### src/rtl/memory_stage_unit.sv
// MEM pipeline stage: issues one data-memory request per load/store, waits
// for mem_ack with a bounded timeout, and feeds the MEM/WB register.
module memory_stage_unit #(
  parameter int unsigned TIMEOUT = 16
) (
  input  logic        clk,
  input  logic        reset,
  input  logic [1:0]  wb_ctlout,
  input  logic [2:0]  m_ctlout,
  input  logic [31:0] add_result,
  input  logic        zero,
  input  logic [31:0] aluresult,
  input  logic [31:0] rdata2out,
  input  logic [4:0]  five_bit_muxout,
  output logic        mem_req,
  output logic        mem_we,
  output logic [31:0] mem_addr,
  output logic [31:0] mem_wdata,
  input  logic        mem_ack,
  input  logic [31:0] mem_rdata,
  output logic        stall,
  output logic        pcsrc,
  output logic [31:0] branch_target,
  output logic        mem_err,
  output logic [1:0]  mem_wb_ctl,
  output logic [31:0] mem_wb_rdata,
  output logic [31:0] mem_wb_alu,
  output logic [4:0]  mem_wb_rd
);

  typedef enum logic [1:0] {
    S_IDLE,
    S_WAIT,
    S_DONE
  } state_t;

  localparam logic [7:0] CNT_LAST = 8'(TIMEOUT - 1);

  state_t      state_q, state_d;
  logic [7:0]  cnt_q, cnt_d;
  logic        mem_req_q, mem_req_d;
  logic        mem_we_q, mem_we_d;
  logic [31:0] mem_addr_q, mem_addr_d;
  logic [31:0] mem_wdata_q, mem_wdata_d;
  logic        mem_err_q, mem_err_d;
  logic [1:0]  wb_ctl_q, wb_ctl_d;
  logic [31:0] wb_rdata_q, wb_rdata_d;
  logic [31:0] wb_alu_q, wb_alu_d;
  logic [4:0]  wb_rd_q, wb_rd_d;

  logic access;

  assign access = m_ctlout[1] | m_ctlout[0];

  // Pipeline handshake: hold upstream while an access is launched or pending.
  always_comb begin
    stall         = ((state_q == S_IDLE) && access) || (state_q == S_WAIT);
    pcsrc         = m_ctlout[2] & zero & ~stall;
    branch_target = add_result;
  end

  // Next-state, memory request and MEM/WB load; MEM/WB defaults to a bubble.
  always_comb begin
    state_d     = state_q;
    cnt_d       = cnt_q;
    mem_req_d   = mem_req_q;
    mem_we_d    = mem_we_q;
    mem_addr_d  = mem_addr_q;
    mem_wdata_d = mem_wdata_q;
    mem_err_d   = mem_err_q;
    wb_ctl_d    = '0;
    wb_rdata_d  = '0;
    wb_alu_d    = '0;
    wb_rd_d     = '0;
    unique case (state_q)
      S_IDLE: begin
        if (access) begin
          mem_req_d   = 1'b1;
          mem_we_d    = m_ctlout[0];
          mem_addr_d  = aluresult;
          mem_wdata_d = rdata2out;
          cnt_d       = '0;
          state_d     = S_WAIT;
        end else begin
          wb_ctl_d = wb_ctlout;
          wb_alu_d = aluresult;
          wb_rd_d  = five_bit_muxout;
        end
      end
      S_WAIT: begin
        if (mem_ack) begin
          mem_req_d  = 1'b0;
          wb_ctl_d   = wb_ctlout;
          wb_rdata_d = mem_we_q ? '0 : mem_rdata;
          wb_alu_d   = aluresult;
          wb_rd_d    = five_bit_muxout;
          state_d    = S_DONE;
        end else if (cnt_q == CNT_LAST) begin
          mem_req_d = 1'b0;
          mem_err_d = 1'b1;
          state_d   = S_DONE;
        end else begin
          cnt_d = cnt_q + 8'd1;
        end
      end
      S_DONE: begin
        // EX/MEM still shows the finished access this cycle; a bubble
        // keeps it from being written back a second time.
        state_d = S_IDLE;
      end
      default: state_d = S_IDLE;
    endcase
  end

  // State and output registers with synchronous active-low reset.
  always_ff @(posedge clk) begin
    if (!reset) begin
      state_q     <= S_IDLE;
      cnt_q       <= '0;
      mem_req_q   <= 1'b0;
      mem_we_q    <= 1'b0;
      mem_addr_q  <= '0;
      mem_wdata_q <= '0;
      mem_err_q   <= 1'b0;
      wb_ctl_q    <= '0;
      wb_rdata_q  <= '0;
      wb_alu_q    <= '0;
      wb_rd_q     <= '0;
    end else begin
      state_q     <= state_d;
      cnt_q       <= cnt_d;
      mem_req_q   <= mem_req_d;
      mem_we_q    <= mem_we_d;
      mem_addr_q  <= mem_addr_d;
      mem_wdata_q <= mem_wdata_d;
      mem_err_q   <= mem_err_d;
      wb_ctl_q    <= wb_ctl_d;
      wb_rdata_q  <= wb_rdata_d;
      wb_alu_q    <= wb_alu_d;
      wb_rd_q     <= wb_rd_d;
    end
  end

  assign mem_req      = mem_req_q;
  assign mem_we       = mem_we_q;
  assign mem_addr     = mem_addr_q;
  assign mem_wdata    = mem_wdata_q;
  assign mem_err      = mem_err_q;
  assign mem_wb_ctl   = wb_ctl_q;
  assign mem_wb_rdata = wb_rdata_q;
  assign mem_wb_alu   = wb_alu_q;
  assign mem_wb_rd    = wb_rd_q;

endmodule

### config.mk
export PLATFORM = sky130hd
export DESIGN_NAME = memory_stage_unit
export DESIGN_NICKNAME = d
export VERILOG_FILES = /design/src/rtl/memory_stage_unit.sv
export SDC_FILE = /design/constraint.sdc
export NUM_CORES = 1
export LEC_CHECK = 0
export ABC_AREA = 1
export BUFFER_PORTS_ARGS = -buffer_cell sky130_fd_sc_hd__buf_2
export CORE_ASPECT_RATIO = 0.75
export CORE_MARGIN = 5
export CORE_UTILIZATION = 43
export CTS_CLUSTER_DIAMETER = 50
export DETAILED_ROUTE_END_ITERATION = 10
export HOLD_SLACK_MARGIN = 0.06
export PLACE_DENSITY_LB_ADDON = 0.25
export SYNTH_ARGS = -nofsm -noshare
export SYNTH_HDL_FRONTEND = slang
export SYNTH_SLANG_ARGS = --single-unit
### constraint.sdc
create_clock -name clk -period 1.5 [get_ports clk]
set_input_delay 0.075 -clock clk [delete_from_list [all_inputs] [get_ports clk]]
set_output_delay 0.075 -clock clk [all_outputs]
set_load 0.01 [all_outputs]
==> metrics.cfg, run 1 <==
[setup_path]
path_class = flip-flop to output port
critical-path-max-stage-delay_ps = 350
crit_buf_inv = 2
critical-path-top-delay-family = flip-flops
worstPathMaxFanout = 4
crit_required_ps = 1420
cp-start-kind = flip-flop
cp-end-kind = output port
worstPathCellList = nor2_4 > o21ai_4 > buf_12 > nand2_2 > nor2_1 > buf_2
slowest_stage = dfxtp_2
crit_arrival_ps = 1360

[sta]
max-slew-margin-rel = 0.7593
setup_viol = 0
finalCritPeriodShare = 0.9564
rsz0062_at_grt = yes
hold_ws_ps = 136.3
clock.fmax_ghz = 0.6970
hold_violations = 0
tightestPinTransition_ps = 361.0
timing.final.max_slew_violations = 0
fin_worst_skew_ps = 9.509
finalWorstPathRequiredPeriod_ps = 1435
fin_setup_tns_ps = 0

[floorplanning]
io_pins = 314
die_area_mm2 = 0.01433
core-area_mm2 = 0.01170
dieWidth_um = 136.6
rows = 34
dieHeight_um = 104.9
start_util = 0.4416

[yosys]
synthesis.nets = 791
yosys.cell_types.count = 20
syn_area_per_cell_um2 = 7.973
synth_area_mm2 = 0.005166
ys_ff_latch = 148
netlist_instances = 648
yosysWarningCount = 0
synth.area.top_cells = dfxtp_1, nor2_1, o21ai_0
seq_area_frac_synth = 0.5735
yosysTopAreaCellShare = 0.5735
synth_area_leader_cell = dfxtp_1

[placed_design]
gp_congestion = 0.9214
hpwl_um = 10750
portBuffers = 249

[cells_and_area]
area_growth_pct = 57.30
drive_above_1_share = 0.3174
nNetsFinal = 1116
fill_cells = 900
diodes = 0

[global_route]
grt_pass1_wl_um = 26250
grt_pass1_vias = 5161
grt.overflow.total = 0
grt_max_degree = 38
grt_use_total = 0.2335
antenna_found_initial = 0

[route]
drt-initial-drc-count = 322
dr.pass1.iters = 4
ant_nets = 0
detail_route.vias_per_cell = 4.541
drt_wl_total_um = 16960
dr_total_vias = 5213
drcViolationCount = 0
wl_per_cell_um = 14.77

[power_and_ir_drop]
p_per_area_mw_per_mm2 = 1288
p_total_uw = 10470
vdd_ir_drop_max_uv = 798.1
power.switching_uw = 2888
combPwrFrac = 0.170
clock_power_share = 0.414
p_sw_frac = 0.2759
seq_power_share = 0.416
intPower_uw = 7579
leakagePower_uw = 0.004207

[run_status]
status = complete, no violations

[clocking]
root_buffer = clkbuf_16
cts_made_buffers = 17
cts_tree = yes
h-tree-depth = 4
clockBufferDepth = 2
clk_latency_ps = 410
clk_pin_slew_ps = 60
clkSinkCount = 148

[hold_path]
hold_class = input pin to flip-flop

[job]
cap_violations = 0

## cells in the mapped netlist, drive strengths merged
master  instances
nand2          75
inv            51
nor3            3
nand3          13
o21ai          72
clkbuf         13
buf            52
dfxtp         148
ha              1
nand3b          1
a21boi          1
nor2          212
a21oi           6
## power by group through the flow
stage	combinational [uW]	sequential, uW	clock (uW)
global placement	1440	4420	0
detailed placement	1440	4430	0
finish	1780	4350	4340
floorplan	729	4570	0
global route	1960	4380	4610
CTS	1750	4350	4420
## final timing paths
| check | from | slack [ps] | to | depth (start not counted) |
|---|---|---|---|---|
| worst min-delay path | mem_ack | 140 | cnt_q[2] | 4 |
| worst min register to register | mem_req | 470 | mem_req | 2 |
| worst max register to register | state_q[0] | 70 | mem_wdata[16] | 7 |
| worst max-delay path | state_q[0] | 70 | pcsrc | 6 |
## what timing repair did
| item | 4_1_cts | 5_1_grt |
|---|---|---|
| resized for setup | 2 | 7 |
| buffers inserted | 2 | 3 |
| gates cloned | 2 | 0 |
| endpoints found under the setup margin | 2 | 11 |
| endpoints found under the hold margin | 136 | 0 |
| hold buffers | 104 | 0 |
| pin swaps | 0 | 2 |
## worst reg2reg max path, cell delays in order (launching register included)
cell	delay, ps
dfxtp_2	380
nor2_4	70
o21ai_4	70
buf_4	190
clkinv_2	180
buf_12	220
nor2_1	130
nor2_1	60
## logic make-up (layout without fill, tap and decap cells)
group / count (synthesis) / count (layout) / share of synthesized area
buf+inv: 116 / 454 / 0.1182
flops: 148 / 148 / 0.5735
compound gates: 79 / 79 / 0.07847
simple gates: 304 / 304 / 0.2274
fa+ha+maj: 1 / 1 / 0.002422
## layout make-up
class	instances	area, um2	area share
well taps	162	202.7	0.02494
multi-input cells	384	1618	0.1991
repair buffers	371	2535	0.3119
inverters	51	192.7	0.02371
flip-flops and latches	148	2964	0.3647
clock buffers	17	425.4	0.05235
clock inverters	15	188.9	0.02325
## flip-flops by register name, indices dropped and copies added (netlist names)
register      flops
mem_wdata        32
state_q           2
mem_req           1
mem_addr         32
mem_we            1
mem_wb_rdata     32
mem_err           1
mem_wb_alu       32
cnt_q             8
mem_wb_rd         5
mem_wb_ctl        2
## per-stage QoR
| step | cell area, um2 | instances | setup slack (ps) | util |
|---|---|---|---|---|
| floorplan | 5166 | 648 | 276.9 | - |
| global placement | 6349 | 1005 | 170.1 | 0.5427 |
| detailed placement | 6349 | 1005 | 127.9 | 0.5427 |
| CTS | 8090 | 1145 | 19.33 | 0.6916 |
| global route | 8127 | 1148 | -24.22 | 0.6947 |
| finish | 8127 | 1148 | 65.38 | 0.6947 |
## placed cells by master, fill, tap and decap left out
cell type and n:
inv_2 2, o21ai_1 9, ha_1 1, inv_8 4
clkbuf_16 17, nand3_2 1, dlygate4sd3_1 104, bufbuf_16 2
nand3b_1 1, nor2_1 208, a21oi_1 6, clkinv_8 1
nand2_1 72, buf_12 5, a21boi_0 1, clkinvlp_4 2
inv_6 3, nor2_4 1, buf_4 11, nor3_1 3
nand3_1 12, dfxtp_1 147, inv_1 48, o21ai_0 61
clkinv_2 1, buf_2 249, o21ai_4 1, bufinv_16 2
o21ai_2 1, dfxtp_2 1, clkinv_4 3, nand2_2 3
nor2_2 3
## layer usage
layer  global-route usage  wire (um)  up-vias
met2               0.3910       8225      211
met4              0.09856        449        0
met1               0.2695       6710     2338
met3              0.08309       1572       56
met5                    0          0        -
li1                     -          -     2608
No activity file was read; power rests on OpenSTA's default activity.
==> run 2: changes to the inputs <==
--- a/config.mk
+++ b/config.mk
@@ -13,7 +13,7 @@
 export CTS_CLUSTER_DIAMETER = 50
 export DETAILED_ROUTE_END_ITERATION = 10
 export HOLD_SLACK_MARGIN = 0.06
-export PLACE_DENSITY_LB_ADDON = 0.25
+export PLACE_DENSITY = 0.85
 export SYNTH_ARGS = -nofsm -noshare
 export SYNTH_HDL_FRONTEND = slang
 export SYNTH_SLANG_ARGS = --single-unit
==> metrics.cfg, run 2 (synthesis results as in run 1) <==
[setup_path]
crit_required_ps = 1840
r2r_start = cnt_q[1]
r2r-end = cnt_q[6]
crit_arrival_ps = 1780
cp-start-kind = input pin
worstPathCellList = dlygate4sd3_1 > buf_2 > o21ai_4 > buf_4 > o21ai_0 > nor2_1
crit_buf_inv = 3
critical-path-top-delay-family = buffers and inverters
critical-path-max-stage-delay_ps = 540
reg2reg_slack_ps = 100
path_class = input pin to flip-flop
slowest_stage = dlygate4sd3_1
cp-end-kind = flip-flop
worstPathMaxFanout = 45
startpoint = m_ctlout[0]
reg2regPathDepth = 6

[clocking]
clockBufferDepth = 2
h-tree-depth = 4
root_buffer = clkbuf_16
clkSinkCount = 148
cts_made_buffers = 17
clk_pin_slew_ps = 70
cts_tree = yes
clk_latency_ps = 400

[cells_and_area]
final_common_cell = buf_2
area_growth_pct = 54.61
final_cell_mix = buf_2, nor2_1, dfxtp_1
drive_above_1_share = 0.3147
instances_no_fill = 1145
final_area_mm2 = 0.007988
nNetsFinal = 1112
fin_util = 0.6828
fill_cells = 871

[placed_design]
dp_cells = 1006
hpwl_um = 10940
dpl_cell_area_mm2 = 0.006331
portBuffers = 249
gp_congestion = 0.9051

[sta]
tightestPinTransition_ps = 426.9
finalWorstPathRequiredPeriod_ps = 1445
clock.fmax_ghz = 0.6918
finalCritPeriodShare = 0.9636
timing.final.max_slew_violations = 0
hold_violations = 0
fin_worst_skew_ps = 11.14
setup_viol = 0
max-slew-margin-rel = 0.7154
rsz0062_at_grt = yes
fin_setup_tns_ps = 0

[floorplanning]
dieHeight_um = 104.9
core-area_mm2 = 0.01170
die_area_mm2 = 0.01433
dieWidth_um = 136.6
io_pins = 314
rows = 34
start_util = 0.4416

[run_status]
status = complete, no violations

[power_and_ir_drop]
vdd_ir_drop_max_uv = 900.0
p_per_area_mw_per_mm2 = 1269
p_total_uw = 10130
leakagePower_uw = 0.004127

[global_route]
grt.overflow.total = 0
grt_pass1_vias = 5358
met1_usage = 0.2439
grt_use_total = 0.2357
grt_use_met3 = 0.09222
antenna_found_initial = 1
use_met2 = 0.4216
grt_max_degree = 46
grt-busiest-layer = met2
grt_pass1_wl_um = 26790

[route]
drcViolationCount = 0
detail_route.vias_per_cell = 4.643
dr.pass1.iters = 5
dr_total_vias = 5316
ant_nets = 0
drt_wl_total_um = 17500
wl_per_cell_um = 15.28
drt-initial-drc-count = 275

[hold_path]
whs_path_depth = 4
whs_endpoint = mem_err
hold_start = mem_ack
hold_class = input pin to flip-flop

[job]
cap_violations = 0

==> run 2: how the worst max path moves through the flow <==
stage	slack, ps	to	cells past startpoint
2_1_floorplan	280	cnt_q[6]	6
3_3_place_gp	60	mem_wdata[25]	5
3_5_place_dp	10	mem_addr[23]	5
4_1_cts	50	pcsrc	5
5_1_grt	-10	cnt_q[3]	9
6_report	50	mem_wdata[15]	6
==> run 2: stage by stage <==
step	worst slack, ps	hold WS (ps)
global route	-11.67	146.3
detailed placement	11.57	150.1
finish	54.56	131.9
CTS	54.44	99.18
global placement	55.49	150.1
floorplan	276.9	187.2
==> run 2: timing repair <==
| action | 4_1_cts | 5_1_grt |
|---|---|---|
| resized for setup | 1 | 7 |
| hold endpoints to repair | 136 | 0 |
| hold buffers | 104 | 0 |
| endpoints found under the setup margin | 4 | 26 |
| pin swaps | 0 | 0 |
| setup buffers | 2 | 0 |
==> run 2: worst reg2reg max path, delay by kind of cell (launching register included) <==
kind | cells | cell delay [ps]
and+or+nand+nor | 3 | 370
DFF | 1 | 360
AOI/OAI and AO/OA | 2 | 320
adders and majority gates | 1 | 220
==> run 2: per-layer routing <==
metal	share of wire	wire length, um
met5	0	0
met3	0.10	1755
met2	0.50	8717
met4	0.028	496
met1	0.37	6528
==> run 2: cell type report <==
type                            instances  area, um2  area share
Antenna cell                            1      2.502   0.0003133
Clock buffer                           18      429.2     0.05373
Clock inverter                         14      142.6     0.01786
Inverter                               51      191.4     0.02397
Multi-Input combinational cell        384       1625      0.2035
Sequential cell                       148       2964      0.3711
Tap cell                              162      202.7     0.02538
Timing Repair Buffer                  367       2430      0.3042
==> run 2: report_power, final <==
group	internal, uW	total [uW]	switching, uW
Sequential	4220	4360	138
Clock	2330	4070	1730
Combinational	744	1700	959
Total	7300	10100	2830
